`src/rtl/cpu_trace_buffer_pkg.sv`:
```
// Shared types for the commit-trace buffer: FSM states, entry layout, pack/unpack helpers.
package cpu_trace_pkg;

    typedef enum logic [1:0] {
        ST_IDLE  = 2'd0,
        ST_ARMED = 2'd1,
        ST_POST  = 2'd2,
        ST_DONE  = 2'd3
    } trace_state_t;

    localparam int unsigned BASE_ENTRY_W = 102;

    localparam int unsigned WDATA_LSB = 0;
    localparam int unsigned WDATA_W   = 32;
    localparam int unsigned WADDR_LSB = 32;
    localparam int unsigned WADDR_W   = 5;
    localparam int unsigned WE_LSB    = 37;
    localparam int unsigned INST_LSB  = 38;
    localparam int unsigned INST_W    = 32;
    localparam int unsigned PC_LSB    = 70;
    localparam int unsigned PC_W      = 32;

`ifdef TRACE_TIMESTAMP_EN
    localparam bit TS_EN = 1'b1;
`else
    localparam bit TS_EN = 1'b0;
`endif

    typedef struct packed {
        logic [PC_W-1:0]    pc;
        logic [INST_W-1:0]  inst;
        logic               we;
        logic [WADDR_W-1:0] waddr;
        logic [WDATA_W-1:0] wdata;
    } trace_entry_t;

    function automatic logic [BASE_ENTRY_W-1:0] pack_entry(
        input logic [31:0] pc,
        input logic [31:0] inst,
        input logic        we,
        input logic [4:0]  waddr,
        input logic [31:0] wdata
    );
        logic [BASE_ENTRY_W-1:0] e;
        e = '0;
        e[PC_LSB +: PC_W]       = pc;
        e[INST_LSB +: INST_W]   = inst;
        e[WE_LSB]               = we;
        e[WADDR_LSB +: WADDR_W] = waddr;
        e[WDATA_LSB +: WDATA_W] = wdata;
        return e;
    endfunction

    function automatic trace_entry_t unpack_entry(input logic [BASE_ENTRY_W-1:0] e);
        trace_entry_t t;
        t.pc    = e[PC_LSB +: PC_W];
        t.inst  = e[INST_LSB +: INST_W];
        t.we    = e[WE_LSB];
        t.waddr = e[WADDR_LSB +: WADDR_W];
        t.wdata = e[WDATA_LSB +: WDATA_W];
        return t;
    endfunction

endpackage

```
`src/rtl/cpu_trace_buffer_if.sv`:
```
// Commit snoop and readout stream bundle; master = core/consumer side, slave = trace buffer.
interface cpu_trace_buffer_if
    import cpu_trace_pkg::*;
#(
    parameter int unsigned TS_W = 16
);
    localparam int unsigned ENTRY_W = BASE_ENTRY_W + (TS_EN ? TS_W : 0);

    logic               commit_valid;
    logic [31:0]        commit_pc;
    logic [31:0]        commit_inst;
    logic               commit_rf_we;
    logic [4:0]         commit_rf_waddr;
    logic [31:0]        commit_rf_wdata;
    logic               rd_valid;
    logic               rd_ready;
    logic [ENTRY_W-1:0] rd_data;
    logic               rd_last;

    modport master (
        output commit_valid, commit_pc, commit_inst, commit_rf_we, commit_rf_waddr,
               commit_rf_wdata, rd_ready,
        input  rd_valid, rd_data, rd_last
    );

    modport slave (
        input  commit_valid, commit_pc, commit_inst, commit_rf_we, commit_rf_waddr,
               commit_rf_wdata, rd_ready,
        output rd_valid, rd_data, rd_last
    );

endinterface

```
`src/rtl/cpu_trace_buffer_trace_mem.sv`:
```
// Trace storage: flop array with one synchronous write port and one asynchronous read port.
module trace_mem #(
    parameter int unsigned DEPTH = 16,
    parameter int unsigned WIDTH = 102,
    localparam int unsigned AW   = $clog2(DEPTH)
) (
    input  logic             clk,
    input  logic             we,
    input  logic [AW-1:0]    waddr,
    input  logic [WIDTH-1:0] wdata,
    input  logic [AW-1:0]    raddr,
    output logic [WIDTH-1:0] rdata
);

    logic [WIDTH-1:0] mem [DEPTH];

    always_ff @(posedge clk) begin
        if (we) begin
            mem[waddr] <= wdata;
        end
    end

    assign rdata = mem[raddr];

endmodule

```
`src/rtl/cpu_trace_buffer.sv`:
```
// Commit-trace capture: arm, PC-match trigger, post-trigger window, oldest-first drain.
// Optional TRACE_TIMESTAMP_EN prepends a free-running cycle timestamp to each entry.
module cpu_trace_buffer
    import cpu_trace_pkg::*;
#(
    parameter int unsigned DEPTH     = 16,
    parameter int unsigned POST_TRIG = 8,
    parameter int unsigned TS_W      = 16
) (
    input  logic                   clk,
    input  logic                   rst_n,
    input  logic                   arm,
    input  logic                   trig_en,
    input  logic [31:0]            trig_pc,
    cpu_trace_buffer_if.slave      trace,
    output logic [1:0]             state,
    output logic [$clog2(DEPTH):0] count,
    output logic                   overflow
);

    localparam int unsigned PW      = $clog2(DEPTH);
    localparam int unsigned CW      = PW + 1;
    localparam int unsigned ENTRY_W = BASE_ENTRY_W + (TS_EN ? TS_W : 0);

    trace_state_t       state_q, state_d;
    logic [PW-1:0]      wr_ptr, rd_ptr;
    logic [CW-1:0]      count_q, post_cnt;
    logic               overflow_q;
    logic               rearm, wr_en, trigger, pop, full, post_last, rd_valid;
    logic [ENTRY_W-1:0] wr_data, rd_data;

    always_comb begin
        rearm     = arm && (state_q == ST_IDLE || state_q == ST_DONE);
        wr_en     = trace.commit_valid && (state_q == ST_ARMED || state_q == ST_POST);
        trigger   = (state_q == ST_ARMED) && trace.commit_valid
                    && (!trig_en || trace.commit_pc == trig_pc);
        full      = (count_q == CW'(DEPTH));
        post_last = (state_q == ST_POST) && wr_en && (post_cnt + CW'(1) == CW'(POST_TRIG));
        rd_valid  = (state_q == ST_DONE) && (count_q != '0);
        pop       = rd_valid && trace.rd_ready;
    end

    // Oldest entry is derived rather than stored: each pop decrements count, advancing it by one.
    assign rd_ptr = wr_ptr - count_q[PW-1:0];

    always_comb begin
        state_d = state_q;
        case (state_q)
            ST_IDLE:  if (arm) state_d = ST_ARMED;
            ST_ARMED: if (trigger) state_d = (POST_TRIG == 0) ? ST_DONE : ST_POST;
            ST_POST:  if (post_last) state_d = ST_DONE;
            ST_DONE: begin
                if (arm) begin
                    state_d = ST_ARMED;
                end else if (pop && count_q == CW'(1)) begin
                    state_d = ST_IDLE;
                end
            end
            default:  state_d = ST_IDLE;
        endcase
    end

    always_ff @(posedge clk or negedge rst_n) begin
        if (!rst_n) begin
            state_q    <= ST_IDLE;
            wr_ptr     <= '0;
            count_q    <= '0;
            post_cnt   <= '0;
            overflow_q <= 1'b0;
        end else begin
            state_q <= state_d;
            if (rearm) begin
                wr_ptr     <= '0;
                count_q    <= '0;
                post_cnt   <= '0;
                overflow_q <= 1'b0;
            end else begin
                if (wr_en) begin
                    wr_ptr <= wr_ptr + PW'(1);
                    if (full) begin
                        overflow_q <= 1'b1;
                    end else begin
                        count_q <= count_q + CW'(1);
                    end
                end
                if (wr_en && state_q == ST_POST) begin
                    post_cnt <= post_cnt + CW'(1);
                end
                if (pop) begin
                    count_q <= count_q - CW'(1);
                end
            end
        end
    end

`ifdef TRACE_TIMESTAMP_EN
    logic [TS_W-1:0] ts;

    always_ff @(posedge clk or negedge rst_n) begin
        if (!rst_n) begin
            ts <= '0;
        end else if (rearm) begin
            ts <= '0;
        end else begin
            ts <= ts + TS_W'(1);
        end
    end

    assign wr_data = {ts, pack_entry(trace.commit_pc, trace.commit_inst, trace.commit_rf_we,
                                     trace.commit_rf_waddr, trace.commit_rf_wdata)};
`else
    assign wr_data = pack_entry(trace.commit_pc, trace.commit_inst, trace.commit_rf_we,
                                trace.commit_rf_waddr, trace.commit_rf_wdata);
`endif

    trace_mem #(
        .DEPTH (DEPTH),
        .WIDTH (ENTRY_W)
    ) u_mem (
        .clk   (clk),
        .we    (wr_en),
        .waddr (wr_ptr),
        .wdata (wr_data),
        .raddr (rd_ptr),
        .rdata (rd_data)
    );

    assign trace.rd_valid = rd_valid;
    assign trace.rd_data  = rd_data;
    assign trace.rd_last  = rd_valid && (count_q == CW'(1));
    assign state          = state_q;
    assign count          = count_q;
    assign overflow       = overflow_q;

endmodule
```
`src/flat_wrapper.sv`:
```
// flat-port wrapper written by rule: the top's interface ports become plain ports
module cpu_trace_buffer_flat import cpu_trace_pkg::*;
#(
    parameter int unsigned DEPTH     = 16,
    parameter int unsigned POST_TRIG = 8,
    parameter int unsigned TS_W      = 16
)
  (clk, rst_n, arm, trig_en, trig_pc, state, count, overflow, trace_commit_valid, trace_commit_pc, trace_commit_inst, trace_commit_rf_we, trace_commit_rf_waddr, trace_commit_rf_wdata, trace_rd_ready, trace_rd_valid, trace_rd_data, trace_rd_last);
  cpu_trace_buffer_if #(.TS_W(TS_W)) trace_i ();
  input  logic clk;
  input  logic rst_n;
  input  logic arm;
  input  logic trig_en;
  input  logic [31:0] trig_pc;
  output logic [1:0] state;
  output logic [$clog2(DEPTH):0] count;
  output logic overflow;
  input wire logic [$bits(trace_i.commit_valid)-1:0] trace_commit_valid;
  input wire logic [$bits(trace_i.commit_pc)-1:0] trace_commit_pc;
  input wire logic [$bits(trace_i.commit_inst)-1:0] trace_commit_inst;
  input wire logic [$bits(trace_i.commit_rf_we)-1:0] trace_commit_rf_we;
  input wire logic [$bits(trace_i.commit_rf_waddr)-1:0] trace_commit_rf_waddr;
  input wire logic [$bits(trace_i.commit_rf_wdata)-1:0] trace_commit_rf_wdata;
  input wire logic [$bits(trace_i.rd_ready)-1:0] trace_rd_ready;
  output wire logic [$bits(trace_i.rd_valid)-1:0] trace_rd_valid;
  output wire logic [$bits(trace_i.rd_data)-1:0] trace_rd_data;
  output wire logic [$bits(trace_i.rd_last)-1:0] trace_rd_last;
  assign trace_i.commit_valid = trace_commit_valid;
  assign trace_i.commit_pc = trace_commit_pc;
  assign trace_i.commit_inst = trace_commit_inst;
  assign trace_i.commit_rf_we = trace_commit_rf_we;
  assign trace_i.commit_rf_waddr = trace_commit_rf_waddr;
  assign trace_i.commit_rf_wdata = trace_commit_rf_wdata;
  assign trace_i.rd_ready = trace_rd_ready;
  assign trace_rd_valid = trace_i.rd_valid;
  assign trace_rd_data = trace_i.rd_data;
  assign trace_rd_last = trace_i.rd_last;
  cpu_trace_buffer #(.DEPTH(DEPTH), .POST_TRIG(POST_TRIG), .TS_W(TS_W)) u_core (.clk(clk), .rst_n(rst_n), .arm(arm), .trig_en(trig_en), .trig_pc(trig_pc), .trace(trace_i), .state(state), .count(count), .overflow(overflow));
endmodule
```
`config.mk`:
```
export PLATFORM = sky130hd
export DESIGN_NAME = cpu_trace_buffer_flat
export DESIGN_NICKNAME = d
export VERILOG_FILES = /design/src/rtl/cpu_trace_buffer_pkg.sv /design/src/rtl/cpu_trace_buffer_if.sv /design/src/rtl/cpu_trace_buffer_trace_mem.sv /design/src/rtl/cpu_trace_buffer.sv /design/src/flat_wrapper.sv
export SDC_FILE = /design/constraint.sdc
export NUM_CORES = 1
export LEC_CHECK = 0
export CORE_ASPECT_RATIO = 1.4
export CORE_MARGIN = 4
export CORE_UTILIZATION = 29
export CTS_CLUSTER_SIZE = 24
export DETAILED_ROUTE_END_ITERATION = 16
export GPL_TIMING_DRIVEN = 0
export PLACE_DENSITY = 0.45
export SLEW_MARGIN = 40
export SYNTH_ARGS = -nofsm -noshare
export SYNTH_HDL_FRONTEND = slang
export SYNTH_HIERARCHICAL = 1
export SYNTH_SLANG_ARGS = --single-unit
```
`constraint.sdc`:
```
create_clock -name clk -period 13.6 [get_ports clk]
set_input_delay 2.72 -clock clk [delete_from_list [all_inputs] [get_ports clk]]
set_output_delay 2.72 -clock clk [all_outputs]
set_load 0.05 [all_outputs]
```
-- Word level (Yosys, flattened, before mapping)
Memory sizes are Yosys's and may differ from the RTL's.
Cells that the tools add are included.
- $add $sub $neg: 5
- equality and inequality tests: 12
- muxes and demuxes: 19
- reductions and logical operators: 23
- operator list (operator ; number):
    equality test 32 bit ; 1
    two-way mux 5 bit ; 6
    adder 5 x 1 -> 5 bit (second input constant) ; 2
    logical AND 1 bit ; 10
    two-way mux 2 bit ; 5
    two-way mux 4 bit ; 2
    one-hot mux 2 bit (4 select lines) ; 1
    nonzero test 2 bit ; 3
    equality test 5 x 1 -> 1 bit (second input constant) ; 1
    equality test 5 x 4 -> 1 bit (second input constant) ; 1
    equality test 5 bit (second input constant) ; 1
    two-way mux 1 bit ; 5
    nonzero test 5 bit ; 1
    subtractor 5 x 1 -> 5 bit (second input constant) ; 1
    adder 4 x 1 -> 4 bit (second input constant) ; 1
    equality test 2 bit (second input constant) ; 2
    != test 2 x 1 -> 1 bit (second input constant) ; 2
    AND reduction 2 bit ; 2
    AND reduction 4 bit ; 1
    subtractor 4 bit ; 1
    logical OR 1 bit ; 3
    != test 3 x 1 -> 1 bit (second input constant) ; 1
    != test 3 bit (second input constant) ; 1
    nonzero test 3 bit ; 1
    4 further kinds ; 4
- flip-flop bits (word level): 17
- memory bits (writable): 1632
- bits of input ports: 140
- output and inout bits: 112
- logic and storage cells: 65
- memories kept: 1
- memory list (memory ; words ; width ; read ports ; clocked after Yosys merged registers in ; wr ports ; line ; source):
    u_core.u_mem.mem ; 16 ; 102 ; 1 ; 0 ; 1 ; cpu_trace_buffer_trace_mem.sv:15 ; logic [WIDTH-1:0] mem [DEPTH];

-- Longest topological paths before layout
Gate-level depths: netlist (run 1).
- depth in word-level cells: 7
- gate-level depth with buffers: 11
- mapped depth without buffers: 9

-- By module
Netlist (run 1), hierarchy kept.
- by module, submodules not included (module ; times used ; cells an instance ; area an instance (µm²) ; seq. area each (µm²)):
    trace_mem ; 1 ; 2508 ; 60919.7 ; 49007.0
    cpu_trace_buffer ; 1 ; 178 ; 1596.5 ; 425.4

-- Least setup slack after synthesis (run 1)
No wires, ideal clock.
- path kind: input port to flip-flop
- start point: in trace_commit_valid
- end point: mem u_core.u_mem.mem[0][0], enable pin
- setup time: 0.688 ns
- arrival: 10.322 ns
- required time: 12.912 ns
- slack: 2.590 ns
- cell stages on the path: 4
- path buffers: 0
- path through: nand2_1 -> inv_2 -> or3b_2 -> nor3_1
- longest elaborated chain between the ends: 3
- RTL lines (item ; line ; source):
    from (decl) ; flat_wrapper.sv:18 ; input wire logic [$bits(trace_i.commit_valid)-1:0] trace_commit_valid;
    logical AND 1 bit ; cpu_trace_buffer.sv:34 ; wr_en = trace.commit_valid && (state_q == ST_ARMED || state_q == ST_POST);
    named net u_core.wr_en ; cpu_trace_buffer.sv:29 ; logic rearm, wr_en, trigger, pop, full, post_last, rd_valid;
    two-way mux 1 bit ; cpu_trace_buffer_trace_mem.sv:18 ; if (we) begin
    two-way mux 1 bit (implied by the code) ; cpu_trace_buffer_trace_mem.sv:19 ; mem[waddr] <= wdata;
    to (decl) ; cpu_trace_buffer_trace_mem.sv:15 ;
The timed path passes the listed nets, and every way through them passes these cells.

-- Final worst setup path (run 1)
- start point: reg u_core.wr_ptr[0]
- end point: out trace_rd_data[82]
- longest elaborated chain between the ends: 2
- RTL lines (item ; line ; source):
    from (decl) ; cpu_trace_buffer.sv:26 ; logic [PW-1:0] wr_ptr, rd_ptr;
    from (signal assigned) ; cpu_trace_buffer.sv:79 ; wr_ptr <= wr_ptr + PW'(1);
    subtractor 4 bit ; cpu_trace_buffer.sv:44 ; assign rd_ptr = wr_ptr - count_q[PW-1:0];
    named net u_core.rd_ptr[2] ; cpu_trace_buffer.sv:26 ;
    memory (16 x 102 bit) ; n/a ;
    to (decl) ; flat_wrapper.sv:26 ; output wire logic [$bits(trace_i.rd_data)-1:0] trace_rd_data;
The timed path passes the listed nets, and every way through them passes these cells.

==> results of run 1 <==
==> placed cells by master, fill, tap and decap left out, types with 4 or more instances in the layout <==
| master | count |
|---|---|
| buf_16 | 58 |
| clkinv_1 | 42 |
| a22oi_1 | 204 |
| buf_6 | 16 |
| inv_1 | 12 |
| xor2_1 | 32 |
| inv_16 | 4 |
| inv_6 | 5 |
| xnor2_1 | 7 |
| nor2_4 | 12 |
| edfxtp_1 | 1632 |
| clkbuf_2 | 38 |
| nor3_2 | 5 |
| nand2_1 | 114 |
| clkinv_2 | 30 |
| buf_2 | 90 |
| clkbuf_1 | 78 |
| o21ai_1 | 4 |
| nor4_1 | 7 |
| clkdlybuf4s50_1 | 245 |
| a21oi_1 | 6 |
| buf_8 | 58 |
| nand4_1 | 4 |
| bufinv_16 | 9 |
| nor2_1 | 16 |
| buf_4 | 68 |
| diode_2 | 6 |
| dfrtp_1 | 17 |
| nand3_1 | 5 |
| nor2b_1 | 4 |
| ha_1 | 15 |
| mux4_2 | 408 |
| clkbuf_16 | 171 |
==> sequential cells by signal, summed over array words and instances (netlist names) <==
signal and flops:
u_core/count 5, u_core/overflow 1, u_core/state 2, u_core/wr_ptr 4, u_core/u_mem/mem 1632, u_core/post_cnt 5
==> layer usage <==
layer	track usage, %	wire length (um)	vias to the layer above
met3	3.05	8390	212
met1	21.0	76700	16500
met5	0	66	-
met2	26.1	86400	726
met4	3.84	3590	10
li1	-	-	12800
==> worst max-delay path by stage <==
stage / from / cells after the start / end / slack, ps
after global placement: trace_commit_valid / 5 / u_core/u_mem/mem[0][39] / -8910
final: u_core/wr_ptr[0] / 10 / trace_rd_data[82] / 5330
after global routing: u_core/wr_ptr[0] / 10 / trace_rd_data[81] / 5010
after floorplan: trace_commit_valid / 4 / u_core/u_mem/mem[0][0] / 2590
after CTS: u_core/wr_ptr[0] / 10 / trace_rd_data[69] / 5140
after detailed placement: u_core/wr_ptr[0] / 10 / trace_rd_data[81] / 6080
==> tightest hold or removal path, delay by kind of cell, from the launching register on <==
family             cells  cell delay [ps]
DFF                    1              370
AOI/OAI and AO/OA      1               50
and+or+nand+nor        1               70
==> cells by family (layout without fill, tap and decap cells) <==
logic type	after synthesis	count (layout)	share of synthesized area, %
AO/OA/AOI/OAI	229	229	2.71
multiplexers	409	409	14.7
adder cells (fa/ha/maj)	16	16	0.332
buffers and inverters	152	935	1.20
flip-flops	1649	1649	79.1
XOR/XNOR	43	43	0.602
other	0	6	0
AND/OR/NAND/NOR	188	188	1.36
==> layout make-up <==
type                    count  area [um^2]
diodes                      6         15.0
plain buffers             138          747
clock buffers             215         4440
clock inverters            96          805
fillers                 19900       137000
inverters                  14         52.6
multi-input cells         885        12500
flip-flops and latches   1649        49400
well taps                2842         3560
repair buffers            472         5640
==> stage by stage <==
step | cells | util (%)
6_report | 6317 | 36.0
5_1_grt | 6313 | 36.0
4_1_cts | 6311 | 36.0
3_5_place_dp | 6000 | 33.6
3_3_place_gp | 5779 | 32.0
2_1_floorplan | 2686 | -
==> impl_metrics.json, run 1 <==
{
  "synth_top_area_cell": "edfxtp_1",
  "hold_path_class": "reg2reg",
  "ys_seq_elements": 1649,
  "cap_violations": 0,
  "hpwl_um": 121000,
  "drive_gt1_share_pct": 28.6,
  "crit_fanout": 12,
  "synthCells": 2686,
  "final-setup-viol-count": 0,
  "insertion_delay_ps": 810,
  "r2r_end": "u_core/u_mem/mem[0][39]",
  "place_congestion": 0.680,
  "synthTopCellsByCount": "1632 x edfxtp_1, 408 x mux4_2, 204 x a22oi_1, 114 x nand2_1, 72 x clkbuf_1",
  "yosysWarnings": 6,
  "io_buffers": 251,
  "grt_pass1_wl_um": 250000,
  "yosysMostFrequentCell": "edfxtp_1",
  "post-place-ws_ps": 6080,
  "clock-skew-final_ps": 26.2,
  "clockRootBuffer": "clkbuf_16",
  "synthArstFlopShare_pct": 1.03,
  "syn-num-nets": 2842,
  "path_clk_slew_ps": 60,
  "h-tree-depth": 4,
  "vias": 30300,
  "gr-total-overflow": 0,
  "final.period_utilization_pct": 60.8,
  "synth_edf_count": 1632,
  "die_h_um": 557,
  "cts_resized": 0,
  "yosysTopAreaCellShare_pct": 78.4,
  "grt_pass1_vias": 32400,
  "path_cells": "inv_1, ha_1, fa_1, xnor2_1, nor2b_1, clkbuf_2, clkbuf_1, a22oi_1, nand2_1, clkdlybuf4s50_1",
  "die_area_mm2": 0.223,
  "startpoint_type": "flop",
  "num_rows": 201,
  "worstMarginPinSlew_ps": 853,
  "hold_viol": 0,
  "core_area_mm2": 0.214,
  "hold_start": "u_core/overflow",
  "cts_buffer_depth": 3,
  "ys_top_cells_by_area": "edfxtp_1 78%, mux4_2 15%, a22oi_1 2.4%",
  "cp_top_family": "buffers and inverters",
  "io_pins": 252,
  "fin_crit_ps": 8270,
  "hold_end": "u_core/overflow",
  "yosysSeqAreaShare_pct": 79.1,
  "grt_max_degree": 18,
  "drt-pass1-iter-count": 5,
  "outcome": "completed",
  "slew_viol_final": 0,
  "ctsHoldBuffers": 0,
  "crit_buf_inv": 4,
  "hold_depth": 2,
  "regToRegStartpoint": "u_core/state[1]",
  "drc": 0,
  "ys_types": 51,
  "rr_worst_depth": 12,
  "whs_ps": 536,
  "cp-end-kind": "output pin",
  "slowest_stage": "clkdlybuf4s50_1",
  "timing.fmax_mhz": 121,
  "netlist_area_mm2": 0.0625,
  "synthFlopType": "edfxtp_1",
  "routed_wl_um": 175000,
  "cts_sinks": 1649,
  "cts_inserted_buffers": 168,
  "die_width_um": 400,
  "slowest_delay_ps": 860,
  "ant_nets": 0,
  "viasPerCell": 4.80,
  "required_ps": 10880,
  "slew_headroom_pct": 43.2,
  "dpl_cell_area_mm2": 0.0719,
  "nets": 3484,
  "fin_tns_setup_ps": 0,
  "crit_arrival_ps": 5550,
  "worstSetupPathType": "reg2out",
  "drt-initial-drc-count": 2157,
  "fin_area_mm2": 0.0772,
  "syn_avg_cell_area_um2": 23.3,
  "track_usage_pct": 15.6,
  "rsz0062_at_grt": "no",
  "setup_ws_ps": 5330,
  "post-cts-setup-buffers": 0,
  "start_util_pct": 29.2,
  "antenna_found_initial": 26,
  "reg2reg_slack_ps": 9670,
  "wire_per_inst_um": 27.7,
  "cts_tree": "done",
  "synthToLayoutAreaGrowth_pct": 23.5
}
Power of run 1 is left out: the tool's default activity adds up to more than one toggle a clock period on the data nets, which glitch-free logic cannot reach.
==> inputs of run 2 (changes only) <==
- clock period: 13.6 -> 7.79 ns (I/O delays scaled with it)
==> run 2 against run 1 <==
Net effect:
- via count decreased by 0.54%
- hold slack worse by 5.7 ps
- cell area grew 0.38%
- sequential cell count unchanged
- sequential share of layout area decreased by 0.25 points
- global-route usage is essentially flat
- clock-buffer cell count is 8 lower
- register-to-register slack got worse by 5400 ps
- first-iteration DRC count grew 4.5%
- core utilization is 0.14 points higher
- wire length decreased by 0.33%
==> impl_metrics.json, run 2 (synthesis results as in run 1) <==
{
  "outcome": "completed",
  "cap_violations": 0,
  "vias": 30200,
  "start_util_pct": 29.2,
  "cts_resized": 0,
  "whs_ps": 531,
  "h-tree-depth": 4,
  "worstMarginPinSlew_ps": 877,
  "core_area_mm2": 0.214,
  "path_clk_slew_ps": 60,
  "crit_arrival_ps": 5770,
  "clockRootBuffer": "clkbuf_16",
  "track_usage_pct": 15.6,
  "hpwl_um": 119000,
  "cts_tree": "done",
  "io_buffers": 251,
  "routed_wl_um": 175000,
  "drive_gt1_share_pct": 27.8,
  "grt_max_degree": 18,
  "setup_ws_ps": 461,
  "cts_inserted_buffers": 170,
  "die_area_mm2": 0.223,
  "cp-end-kind": "output pin",
  "place_congestion": 0.682,
  "startpoint_type": "flop",
  "cts_buffer_depth": 3,
  "final.period_utilization_pct": 94.1,
  "hold_viol": 0,
  "insertion_delay_ps": 820,
  "largest_reg_flops": 1632,
  "die_h_um": 557,
  "final_cell_mix": "1632 x edfxtp_1, 408 x mux4_2, 248 x clkdlybuf4s50_1",
  "rsz0062_at_grt": "no",
  "nets": 3448,
  "post-place-ws_ps": 1250,
  "drt-initial-drc-count": 2254,
  "grt_pass1_vias": 32600,
  "gr-total-overflow": 0,
  "slew_viol_final": 0,
  "io_pins": 252,
  "num_rows": 201,
  "drt-pass1-iter-count": 5,
  "fin_crit_ps": 7330,
  "slew_headroom_pct": 41.4,
  "clock-skew-final_ps": 36.9,
  "final_core_util_pct": 36.2,
  "die_width_um": 400,
  "drc": 0,
  "hold_path_class": "reg2reg",
  "largest-register": "u_core/u_mem/mem",
  "ant_nets": 0,
  "cts_sinks": 1649,
  "final-setup-viol-count": 0,
  "fin_area_mm2": 0.0775,
  "dpl_cell_area_mm2": 0.0720,
  "synthToLayoutAreaGrowth_pct": 24.0,
  "worstSetupPathType": "reg2out",
  "final_common_cell": "edfxtp_1",
  "viasPerCell": 4.81,
  "antenna_found_initial": 21,
  "post-cts-setup-buffers": 0,
  "timing.fmax_mhz": 136,
  "wire_per_inst_um": 27.8,
  "required_ps": 6230,
  "grt_pass1_wl_um": 250000,
  "crit_fanout": 12,
  "ctsHoldBuffers": 0
}
-- run 2: changes by cell type in the layout (fill, tap and decap cells not counted), sizes merged --
| cell | previous run | this run |
|---|---|---|
| clkinvlp | 1 | 0 |
| clkinv | 77 | 78 |
| inv | 23 | 24 |
| diode | 6 | 4 |
| clkbuf | 287 | 279 |
| clkdlybuf4s50 | 245 | 248 |
| bufinv | 9 | 15 |
| buf | 293 | 252 |
-- run 2: cell type report --
cell class / instances / area (um^2)
Fill cell: 19800 / 137000
Sequential cell: 1649 / 49400
Multi-Input combinational cell: 885 / 12500
Inverter: 14 / 52.6
Buffer: 138 / 743
Clock inverter: 103 / 966
Clock buffer: 207 / 4490
Antenna cell: 4 / 10.0
Tap cell: 2842 / 3560
Timing Repair Buffer: 434 / 5750
-- run 2: critical path, cell delays in order, from the launching register on --
cell and delay [ps]:
dfrtp_1 730, inv_1 100, ha_1 230, fa_1 380, xnor2_1 590, nor2b_1 300, clkbuf_2 560, clkbuf_1 700
a22oi_1 160, nand2_1 300, clkdlybuf4s50_1 880
-- run 2: layer usage --
metal	vias up	track usage [%]	part of all wire (%)
met5	-	0	0.035
met4	8	3.62	1.9
met3	215	2.55	4.4
met2	750	26.2	50
met1	16500	21.3	44
li1	12700	-	-
-- run 2: final timing paths --
check	start	to	slack [ps]	cells after the start
setup / recovery	u_core/wr_ptr[0]	trace_rd_data[26]	460	10
hold / removal	u_core/overflow	u_core/overflow	530	2
setup reg to reg	u_core/state[1]	u_core/u_mem/mem[0][37]	4280	10
hold reg to reg	u_core/overflow	u_core/overflow	530	2
max in group asynchronous	rst_n	u_core/count[0]	6820	1
min in group asynchronous	rst_n	u_core/count[2]	660	1
-- run 2: metrics by stage --
stage	setup TNS, ps	cells
finish	0	6276
global route	0	6273
CTS	0	6271
detailed placement	0	5961
global placement	-9819310	5779
floorplan	0	2686
Power of run 2 is left out for the same reason.
